`config.mk`:
```
export PLATFORM = sky130hd
export DESIGN_NAME = vga_sync_decoder_flat
export DESIGN_NICKNAME = d
export VERILOG_FILES = /design/src/rtl/vga_sync_decoder_if.sv /design/src/rtl/vga_sync_decoder.sv /design/src/flat_wrapper.sv
export SDC_FILE = /design/constraint.sdc
export NUM_CORES = 1
export LEC_CHECK = 0
export CAP_MARGIN = 30
export CORE_UTILIZATION = 25
export DETAILED_ROUTE_END_ITERATION = 8
export GPL_TIMING_DRIVEN = 0
export MAX_ROUTING_LAYER = met4
export PLACE_DENSITY = 0.52
export REMOVE_ABC_BUFFERS = 1
export SLEW_MARGIN = 40
export SYNTH_ARGS = -nofsm -noshare
export SYNTH_HDL_FRONTEND = slang
export SYNTH_SLANG_ARGS = --single-unit
```
`constraint.sdc`:
```
create_clock -name clk -period 5.25 [get_ports clk]
set_input_delay 1.05 -clock clk [delete_from_list [all_inputs] [get_ports clk]]
set_output_delay 1.05 -clock clk [all_outputs]
set_load 0.02 [all_outputs]
```
`src/rtl/vga_sync_decoder_if.sv`:
```
// rtl/vga_sync_decoder_if.sv - sync/blank pins in, decoded pixel timing out
interface vga_sync_decoder_if #(
  parameter int CNT_W = 11
);
  // Raw video timing pins (sync active low, blank = display enable)
  logic             hsync_in;
  logic             vsync_in;
  logic             blank_in;

  // Decoded stream position and timing status
  logic             pixel_valid;
  logic [CNT_W-1:0] x;
  logic [CNT_W-1:0] y;
  logic             line_start;
  logic             frame_start;
  logic             locked;
  logic [CNT_W-1:0] h_total;
  logic [CNT_W-1:0] v_total;
  logic             timing_err;

  // Video source side: drives the pins, observes the decode
  modport master (
    output hsync_in, vsync_in, blank_in,
    input  pixel_valid, x, y, line_start, frame_start,
    input  locked, h_total, v_total, timing_err
  );

  // Decoder side
  modport slave (
    input  hsync_in, vsync_in, blank_in,
    output pixel_valid, x, y, line_start, frame_start,
    output locked, h_total, v_total, timing_err
  );
endinterface

```
`src/rtl/vga_sync_decoder.sv`:
```
// rtl/vga_sync_decoder.sv - VGA sync receiver: coordinates, line/frame measurement, lock tracking
module vga_sync_decoder #(
  parameter int CNT_W = 11
) (
  input  logic                clk,
  input  logic                rst,
  vga_sync_decoder_if.slave   vid
);

  localparam logic [CNT_W-1:0] CNT_MAX = '1;
  localparam logic [CNT_W-1:0] CNT_ONE = {{(CNT_W-1){1'b0}}, 1'b1};

  localparam logic [1:0] ST_SEARCH  = 2'd0;
  localparam logic [1:0] ST_ACQUIRE = 2'd1;
  localparam logic [1:0] ST_LOCKED  = 2'd2;

  // Input stage: *_r is the registered pin, *_q the value one clock earlier
  logic hs_r, hs_q, vs_r, vs_q, bl_r, bl_q;

  // Edge strobes, valid for one cycle after the registered pin changes
  logic hs_fall, vs_fall, bl_rise, bl_fall;

  // Output registers
  logic             pixel_valid_r;
  logic             line_start_r;
  logic             frame_start_r;
  logic [CNT_W-1:0] x_r;
  logic [CNT_W-1:0] y_r;
  logic             locked_r;
  logic             timing_err_r;
  logic [CNT_W-1:0] h_total_r;
  logic [CNT_W-1:0] v_total_r;

  // Line / frame measurement
  logic [CNT_W-1:0] hcnt;
  logic [CNT_W-1:0] vcnt;
  logic             hs_seen;
  logic             hcnt_sat;
  logic             line_ok;
  logic [CNT_W-1:0] line_len;
  logic [CNT_W-1:0] frame_len;

  // Lock tracking
  logic [1:0]       state;
  logic             consistent;
  logic [CNT_W-1:0] h_cand;
  logic             cons_nx;
  logic [CNT_W-1:0] cand_nx;
  logic             lock_err;

  // Register the pins and keep one clock of history for edge detection
  always_ff @(posedge clk) begin
    if (rst) begin
      hs_r <= 1'b1;
      hs_q <= 1'b1;
      vs_r <= 1'b1;
      vs_q <= 1'b1;
      bl_r <= 1'b0;
      bl_q <= 1'b0;
    end else begin
      hs_r <= vid.hsync_in;
      hs_q <= hs_r;
      vs_r <= vid.vsync_in;
      vs_q <= vs_r;
      bl_r <= vid.blank_in;
      bl_q <= bl_r;
    end
  end

  assign hs_fall = hs_q & ~hs_r;
  assign vs_fall = vs_q & ~vs_r;
  assign bl_rise = ~bl_q & bl_r;
  assign bl_fall = bl_q & ~bl_r;

  // Pixel coordinates and sync pulses, one register after the edge strobes
  always_ff @(posedge clk) begin
    if (rst) begin
      pixel_valid_r <= 1'b0;
      line_start_r  <= 1'b0;
      frame_start_r <= 1'b0;
      x_r           <= '0;
      y_r           <= '0;
    end else begin
      pixel_valid_r <= bl_r;
      line_start_r  <= hs_fall;
      frame_start_r <= vs_fall;

      if (bl_rise) begin
        x_r <= '0;
      end else if (bl_r && x_r != CNT_MAX) begin
        x_r <= x_r + CNT_ONE;
      end

      if (vs_fall) begin
        y_r <= '0;
      end else if (bl_fall && y_r != CNT_MAX) begin
        y_r <= y_r + CNT_ONE;
      end
    end
  end

  // A line is only measurable when its opening hsync edge was seen and the
  // counter did not run out; a line of 2^CNT_W clocks or more is unmeasurable.
  assign hcnt_sat = (hcnt == CNT_MAX);
  assign line_ok  = hs_fall & hs_seen & ~hcnt_sat;
  assign line_len = hcnt + CNT_ONE;

  // A line closing on the same clock as vsync falls belongs to the ending frame
  assign frame_len = (line_ok && vcnt != CNT_MAX) ? vcnt + CNT_ONE : vcnt;

  // Clock-per-line and line-per-frame counters
  always_ff @(posedge clk) begin
    if (rst) begin
      hcnt    <= '0;
      vcnt    <= '0;
      hs_seen <= 1'b0;
    end else begin
      if (hs_fall) begin
        hcnt <= '0;
      end else if (!hcnt_sat) begin
        hcnt <= hcnt + CNT_ONE;
      end

      if (hs_fall) begin
        hs_seen <= 1'b1;
      end else if (hcnt_sat) begin
        hs_seen <= 1'b0;
      end

      if (vs_fall) begin
        vcnt <= '0;
      end else if (line_ok && vcnt != CNT_MAX) begin
        vcnt <= vcnt + CNT_ONE;
      end
    end
  end

  // Candidate line length including a line that closes this very cycle
  always_comb begin
    cand_nx = h_cand;
    cons_nx = consistent;
    if (line_ok) begin
      if (h_cand == '0) begin
        cand_nx = line_len;
      end else if (line_len != h_cand) begin
        cons_nx = 1'b0;
      end
    end
  end

  assign lock_err = (line_ok && line_len != h_total_r)
                  || (vs_fall && frame_len != v_total_r)
                  || hcnt_sat;

  // Lock FSM: wait for a frame boundary, qualify one full frame, then police it
  always_ff @(posedge clk) begin
    if (rst) begin
      state        <= ST_SEARCH;
      consistent   <= 1'b0;
      h_cand       <= '0;
      h_total_r    <= '0;
      v_total_r    <= '0;
      locked_r     <= 1'b0;
      timing_err_r <= 1'b0;
    end else begin
      timing_err_r <= 1'b0;
      case (state)
        ST_SEARCH: begin
          locked_r <= 1'b0;
          if (vs_fall) begin
            state      <= ST_ACQUIRE;
            consistent <= 1'b1;
            h_cand     <= '0;
          end
        end
        ST_ACQUIRE: begin
          if (vs_fall) begin
            if (cons_nx && cand_nx != '0 && frame_len != '0) begin
              h_total_r <= cand_nx;
              v_total_r <= frame_len;
              locked_r  <= 1'b1;
              state     <= ST_LOCKED;
            end
            consistent <= 1'b1;
            h_cand     <= '0;
          end else begin
            consistent <= cons_nx;
            h_cand     <= cand_nx;
          end
        end
        ST_LOCKED: begin
          if (lock_err) begin
            state        <= ST_SEARCH;
            locked_r     <= 1'b0;
            timing_err_r <= 1'b1;
          end
        end
        default: begin
          state    <= ST_SEARCH;
          locked_r <= 1'b0;
        end
      endcase
    end
  end

  assign vid.pixel_valid = pixel_valid_r;
  assign vid.x           = x_r;
  assign vid.y           = y_r;
  assign vid.line_start  = line_start_r;
  assign vid.frame_start = frame_start_r;
  assign vid.locked      = locked_r;
  assign vid.h_total     = h_total_r;
  assign vid.v_total     = v_total_r;
  assign vid.timing_err  = timing_err_r;

endmodule

```
`src/flat_wrapper.sv`:
```
// flat-port wrapper written by rule: the top's interface ports become plain ports
module vga_sync_decoder_flat 
#(
  parameter int CNT_W = 11
)
  (clk, rst, vid_hsync_in, vid_vsync_in, vid_blank_in, vid_pixel_valid, vid_x, vid_y, vid_line_start, vid_frame_start, vid_locked, vid_h_total, vid_v_total, vid_timing_err);
  vga_sync_decoder_if #(.CNT_W(CNT_W)) vid_i ();
  input  logic clk;
  input  logic rst;
  input wire logic [$bits(vid_i.hsync_in)-1:0] vid_hsync_in;
  input wire logic [$bits(vid_i.vsync_in)-1:0] vid_vsync_in;
  input wire logic [$bits(vid_i.blank_in)-1:0] vid_blank_in;
  output wire logic [$bits(vid_i.pixel_valid)-1:0] vid_pixel_valid;
  output wire logic [$bits(vid_i.x)-1:0] vid_x;
  output wire logic [$bits(vid_i.y)-1:0] vid_y;
  output wire logic [$bits(vid_i.line_start)-1:0] vid_line_start;
  output wire logic [$bits(vid_i.frame_start)-1:0] vid_frame_start;
  output wire logic [$bits(vid_i.locked)-1:0] vid_locked;
  output wire logic [$bits(vid_i.h_total)-1:0] vid_h_total;
  output wire logic [$bits(vid_i.v_total)-1:0] vid_v_total;
  output wire logic [$bits(vid_i.timing_err)-1:0] vid_timing_err;
  assign vid_i.hsync_in = vid_hsync_in;
  assign vid_i.vsync_in = vid_vsync_in;
  assign vid_i.blank_in = vid_blank_in;
  assign vid_pixel_valid = vid_i.pixel_valid;
  assign vid_x = vid_i.x;
  assign vid_y = vid_i.y;
  assign vid_line_start = vid_i.line_start;
  assign vid_frame_start = vid_i.frame_start;
  assign vid_locked = vid_i.locked;
  assign vid_h_total = vid_i.h_total;
  assign vid_v_total = vid_i.v_total;
  assign vid_timing_err = vid_i.timing_err;
  vga_sync_decoder #(.CNT_W(CNT_W)) u_core (.clk(clk), .rst(rst), .vid(vid_i));
endmodule
```
# ---- Yosys cells after proc, flatten, opt, wreduce, memory -nomap -nowiden
# Cells that the tools add are included.
dict set report totals {
  register_bits 91
  memories 0
  latchBits 0
  romBits 0
  ram_bits 0
  out_inout_bits 49
  word_cells 96
}
dict set report classes {
  eq_ne 13
  reduce_logical 23
  bitwise_logic 12
  n_mul 0
  mux 24
  addsub 4
  shift 0
  order_cmp 0
  div_mod_pow 0
}
# cell count
set ops {}
lappend ops {{2-to-1 mux 11 bit} 5}
lappend ops {{adder 11 x 1 -> 11 bit (second input constant)} 4}
lappend ops {{!= test 11 bit} 3}
lappend ops {{!= test 11 bit (second input constant)} 3}
lappend ops {{one-hot mux 11 bit (2 select lines)} 1}
lappend ops {{nonzero test 11 bit} 2}
lappend ops {{equality test 11 bit (second input constant)} 1}
lappend ops {{zero test 11 bit} 1}
lappend ops {{2-to-1 mux 1 bit} 11}
lappend ops {{2-to-1 mux 2 bit} 4}
lappend ops {{!= test 2 x 1 -> 1 bit (second input constant)} 4}
lappend ops {{OR reduction 2 bit} 4}
lappend ops {{logical AND 1 bit} 7}
lappend ops {{bitwise AND 1 bit} 6}
lappend ops {{inverter 1 bit} 6}
lappend ops {{one-hot mux 2 bit (3 select lines)} 1}
lappend ops {{AND reduction 3 bit} 2}
lappend ops {{one-hot mux 1 bit (2 select lines)} 2}
lappend ops {{AND reduction 4 bit} 1}
lappend ops {{nonzero test 2 bit} 2}
lappend ops {{equality test 2 x 1 -> 1 bit (second input constant)} 1}
lappend ops {{equality test 2 bit (second input constant)} 1}
lappend ops {{zero test 2 bit} 1}
lappend ops {{logical OR 1 bit} 2}
lappend ops {{AND reduction 2 bit} 1}

# ---- Logic depth before layout (Yosys ltp)
dict set report depth {
  ltp_word 12
  depth_mapped 12
  mapped_depth_nobuf 9
}

# ---- Worst setup path before layout
# Ideal clock, no wire load.
dict set report synth_path {
  path_type {reg2reg}
  start {reg u_core.hcnt[1]}
  end {reg u_core.v_total_r[10], in the netlist u_core.vid.v_total[10]}
  setup_time_ns 0.137
  slack_ns 2.357
  synth_period_minus_slack_ns 2.893
  path_stages_with_launch 11
  arrival_time_ns 2.756
  n_path_buf 2
  path_cell_list {dfxtp_1 ha_1 buf_2 nand3_1 xnor2_1 xnor2_1 nand4_1 o41a_1 a2111oi_4 buf_2 a211oi_1}
}
dict set report synth_via {
  elab_chain_len 8
}
# item line
set synth_lines {}
lappend synth_lines {{start: declaration} vga_sync_decoder.sv:35} ;# logic [CNT_W-1:0] hcnt;
lappend synth_lines {{start signal: assignment} vga_sync_decoder.sv:121} ;# hcnt <= hcnt + CNT_ONE;
lappend synth_lines {{adder 11 x 1 -> 11 bit or equality test 11 bit (tied branches)} {vga_sync_decoder.sv:106, vga_sync_decoder.sv:104}}
lappend synth_lines {{!= test 11 bit or inverter 1 bit (tied branches)} {vga_sync_decoder.sv:145, vga_sync_decoder.sv:105}}
lappend synth_lines {{2-to-1 mux 1 bit or bitwise AND 1 bit (tied branches)} {vga_sync_decoder.sv:145, vga_sync_decoder.sv:105}}
lappend synth_lines {{2-to-1 mux 1 bit, or another cell as far along} vga_sync_decoder.sv:143} ;# if (h_cand == '0) begin
lappend synth_lines {{2-to-1 mux 1 bit, or another cell as far along} vga_sync_decoder.sv:142} ;# if (line_ok) begin
lappend synth_lines {{logical AND 1 bit or nonzero test 11 bit (tied branches)} vga_sync_decoder.sv:178} ;# if (cons_nx && cand_nx != '0 && frame_len != '0) begin
lappend synth_lines {{logical AND 1 bit} vga_sync_decoder.sv:178}
lappend synth_lines {{AND reduction 3 bit (no line)} n/a}
lappend synth_lines {{end signal: assignment} vga_sync_decoder.sv:180} ;# v_total_r <= frame_len;
lappend synth_lines {{end: declaration} vga_sync_decoder.sv:32} ;# logic [CNT_W-1:0] v_total_r;
# Several ways; a longest one is shown, not always the timed one.
# A chain may end at the register's enable or synchronous reset.

# ---- Worst setup path in the final report
dict set report layout_path {
  start {reg u_core.hcnt[0]}
  end {reg u_core.v_total_r[7], in the netlist u_core.vid.v_total[7]}
}
# The elaborated chain is that of the path after synthesis.

==> impl_metrics.toml <==
[run_status]
outcome = "finished, final reports clean"

[floorplan]
core-area_mm2 = 0.0188
rows = 50
die_h_um = 140
boundaryPins = 54
start_util = 0.255
die_x_um = 140
die_area_mm2 = 0.0197

[place]
place_hpwl_um = 8930
place.gp.congestion = 0.892
io_buffers = 53
place_ws_ns = 1.14
place_area_mm2 = 0.00552

[synth]
synth_cell_types = 66
synth_top_area_frac = 0.380
yosys.area.top_type = "dfxtp_1"
synth.area.top_cells = "dfxtp_1, nor2_1, xnor2_1"
synth-main-ff-cell = "dfxtp_1"
synth_edf_count = 0
synthCells = 552
syn_area_per_cell_um2 = 8.67
async_reset_ff_frac = 0
synth-seq-cells = 91
syn_area_mm2 = 0.00479
ys_warn_count = 0
synth.yosys.seq_area_share = 0.380

[clock_network]
cts_tree = "built"
clockRootBuffer = "clkbuf_16"
clk_pin_slew_ns = 0.07
htreeDepth = 3
numCtsBuffers = 9
clk_latency_ns = 0.35
cts.sink_count = 91
hold_buffers = 0
cts_resized = 0
cts_buffer_depth = 2
postCtsSetupBuffers = 0

[sta]
min_period_over_period = 0.772
tightest_slew_ns = 0.690
hold_viol = 0
rsz0062_at_grt = "false"
finalSetupViolations = 0
worst_slack_ns = 1.20
fin_crit_ns = 4.05
slew_viol_final = 0
finClkSkew_ns = 0.0116
fmax_mhz = 247
max_slew_margin = 0.536
fin_hold_ws_ns = 0.462

[setup_path]
arrival_ns = 4.32
crit_type = "flop to flop"
worst_setup_path_end_kind = "flop"
r2r.worst_path.cells = 11
slowest_stage = "a2111oi_4"
cp_max_fo = 11
max_stage_delay_ns = 0.65
cp.depth = 11
crit_top_cell = "xnor2_1"
critical_path_buf_inv_count = 2
crit_path_start_kind = "flop"
crit_required_ns = 5.52
crit_family = "compound AO/OA/AOI/OAI gates"
crit_chain = "ha_1 > nand3_1 > xnor2_1 > xnor2_1 > nand4_1 > o41a_1 > a2111oi_4 > buf_6 > buf_4 > nor2_1 > a211oi_2"

[worst_hold_path]
hold_class = "flop to flop"
whs_path_depth = 2

[power_and_ir_drop]
ir_drop_mv = 0.136
p_leak_uw = 0.00197
p_int_uw = 1140
seqPwrFrac = 0.482
powerDensity_mw_per_mm2 = 252
power_frac_clock = 0.469
power_frac_comb = 0.049
p_sw_frac = 0.223
p_switching_uw = 327

[global_routing]
grt_use_met2 = 0.216
grt_pass1_vias = 3883
met1_usage = 0.166
grt_antenna_before_repair = 0
grt_pass1_wl_um = 20300
grt_max_degree = 32
grt_usage = 0.133
grt-busiest-layer = "met2"
overflow = 0
gr-usage-met3 = 0.0267

[routing]
num_vias = 4019
drcViolationCount = 0
avgViaCountPerCell = 4.86
drtAntennaViolNets = 0
wl_per_cell_um = 14.8
routed_wirelength_um = 12200
drt-initial-drc-count = 212
drt_pass1_iterations = 4

[final_layout]
fin_area_mm2 = 0.00583
ff_latch_area_mm2 = 0.00182
drive_above_1_share = 0.0809
areaGrowthSynthToFinish_pct = 21.7
multi_input_area_mm2 = 0.00277
n_fill_cell = 1963
diodes = 0
nets = 597

[flow_run]
maxCapViolCount = 0
[layout make-up]
class | instances | share of cell area
well taps | 234 | 0.0502
multi-input cells | 414 | 0.475
clock buffers | 11 | 0.0399
flip-flops and latches | 91 | 0.313
repair buffers | 60 | 0.102
inverters | 12 | 0.00773
clock inverters | 5 | 0.0133
[metrics by stage]
stage	power, µW	TNS, ns	utilization	instances
after global routing	1530	0	0.311	827
final	1470	0	0.311	827
after global placement	793	-0.0438	0.290	804
after detailed placement	796	0	0.294	811
after CTS	1490	0	0.311	827
after floorplan	763	0	-	517
[path summary, 6_finish.rpt]
check	start	slack, ns	endpoint
setup reg to reg	u_core.hcnt[0]	1.20	u_core.vid.v_total[7]
setup / recovery	u_core.hcnt[0]	1.20	u_core.vid.v_total[7]
hold reg to reg	u_core.vs_q	0.46	u_core.vid.frame_start
hold / removal	u_core.vs_q	0.46	u_core.vid.frame_start
[state kept, by name (all words and copies together) (netlist names)]
signal / count
u_core.h_cand: 11
u_core.hcnt: 11
u_core.vcnt: 11
u_core.vid.h_total: 11
u_core.vid.v_total: 11
u_core.vid.x: 11
u_core.vid.y: 11
u_core.state: 2
u_core.bl_r: 1
u_core.consistent: 1
u_core.hs_q: 1
u_core.hs_r: 1
u_core.hs_seen: 1
u_core.vid.frame_start: 1
u_core.vid.line_start: 1
u_core.vid.locked: 1
u_core.vid.pixel_valid: 1
u_core.vid.timing_err: 1
u_core.vs_q: 1
u_core.vs_r: 1
[Yosys cell counts, types with 3 or more instances]
cell       number
a2111oi_0       4
a211oi_1       11
a211oi_2       10
a21oi_1        31
a22oi_1         9
a31oi_1         6
and2_1          4
and3_1          7
and4_1          6
buf_2          14
clkbuf_1       17
dfxtp_1        91
ha_1            4
inv_1          12
mux2i_1         5
nand2_1        23
nand2b_1        5
nand3_1        24
nand4_1        13
nor2_1         87
nor2b_1        10
nor3_1         12
nor3b_1         3
nor4_1          6
o21ai_0        14
or2_2           5
or3_1           7
xnor2_1        34
xnor3_1         4
xor2_1         27
[power groups by stage]
stage          Clock, µW  Sequential (µW)  Combinational [µW]
2_1_floorplan          0              723                40.9
3_3_place_gp           0              722                70.1
3_5_place_dp           0              723                73.3
4_1_cts              714              707                73.4
5_1_grt              746              708                79.2
6_report             689              707                72.3
[metal layers]
layer | wire length (µm) | vias to the layer above
met5 | 0 | -
met4 | 129 | 0
met3 | 417 | 11
met2 | 5930 | 57
met1 | 5720 | 1921
li1 | - | 2030
[cells in the final DEF, fill, tap and decap left out, drive strengths merged, types with 7 or more instances in the layout]
cell type	count
dfxtp	91
nor2	87
clkdlybuf4s50	52
xnor2	34
a21oi	31
xor2	27
nand3	24
nand2	24
a211oi	21
o21ai	15
nand4	14
nor3	13
inv	12
clkbuf	11
nor2b	10
a22oi	9
buf	8
and3	7
or3	7
and4	7
[logic make-up after synthesis]
group | after synthesis | synth area share
xor gates and xnor gates | 67 | 0.140
muxes | 5 | 0.0105
DFF | 91 | 0.380
AOI/OAI and AO/OA | 115 | 0.177
adders and majority gates | 4 | 0.0105
and+or+nand+nor | 223 | 0.237
buffers and inverters | 47 | 0.0447
[worst min-delay path, delay by kind of cell, from the launching register on]
| family | cells | cell delay (ns) |
|---|---|---|
| flip-flops | 1 | 0.30 |
| buffers and inverters | 1 | 0.07 |
| AND/OR/NAND/NOR | 1 | 0.05 |
Note: power is estimated with default switching activity, not from simulation.
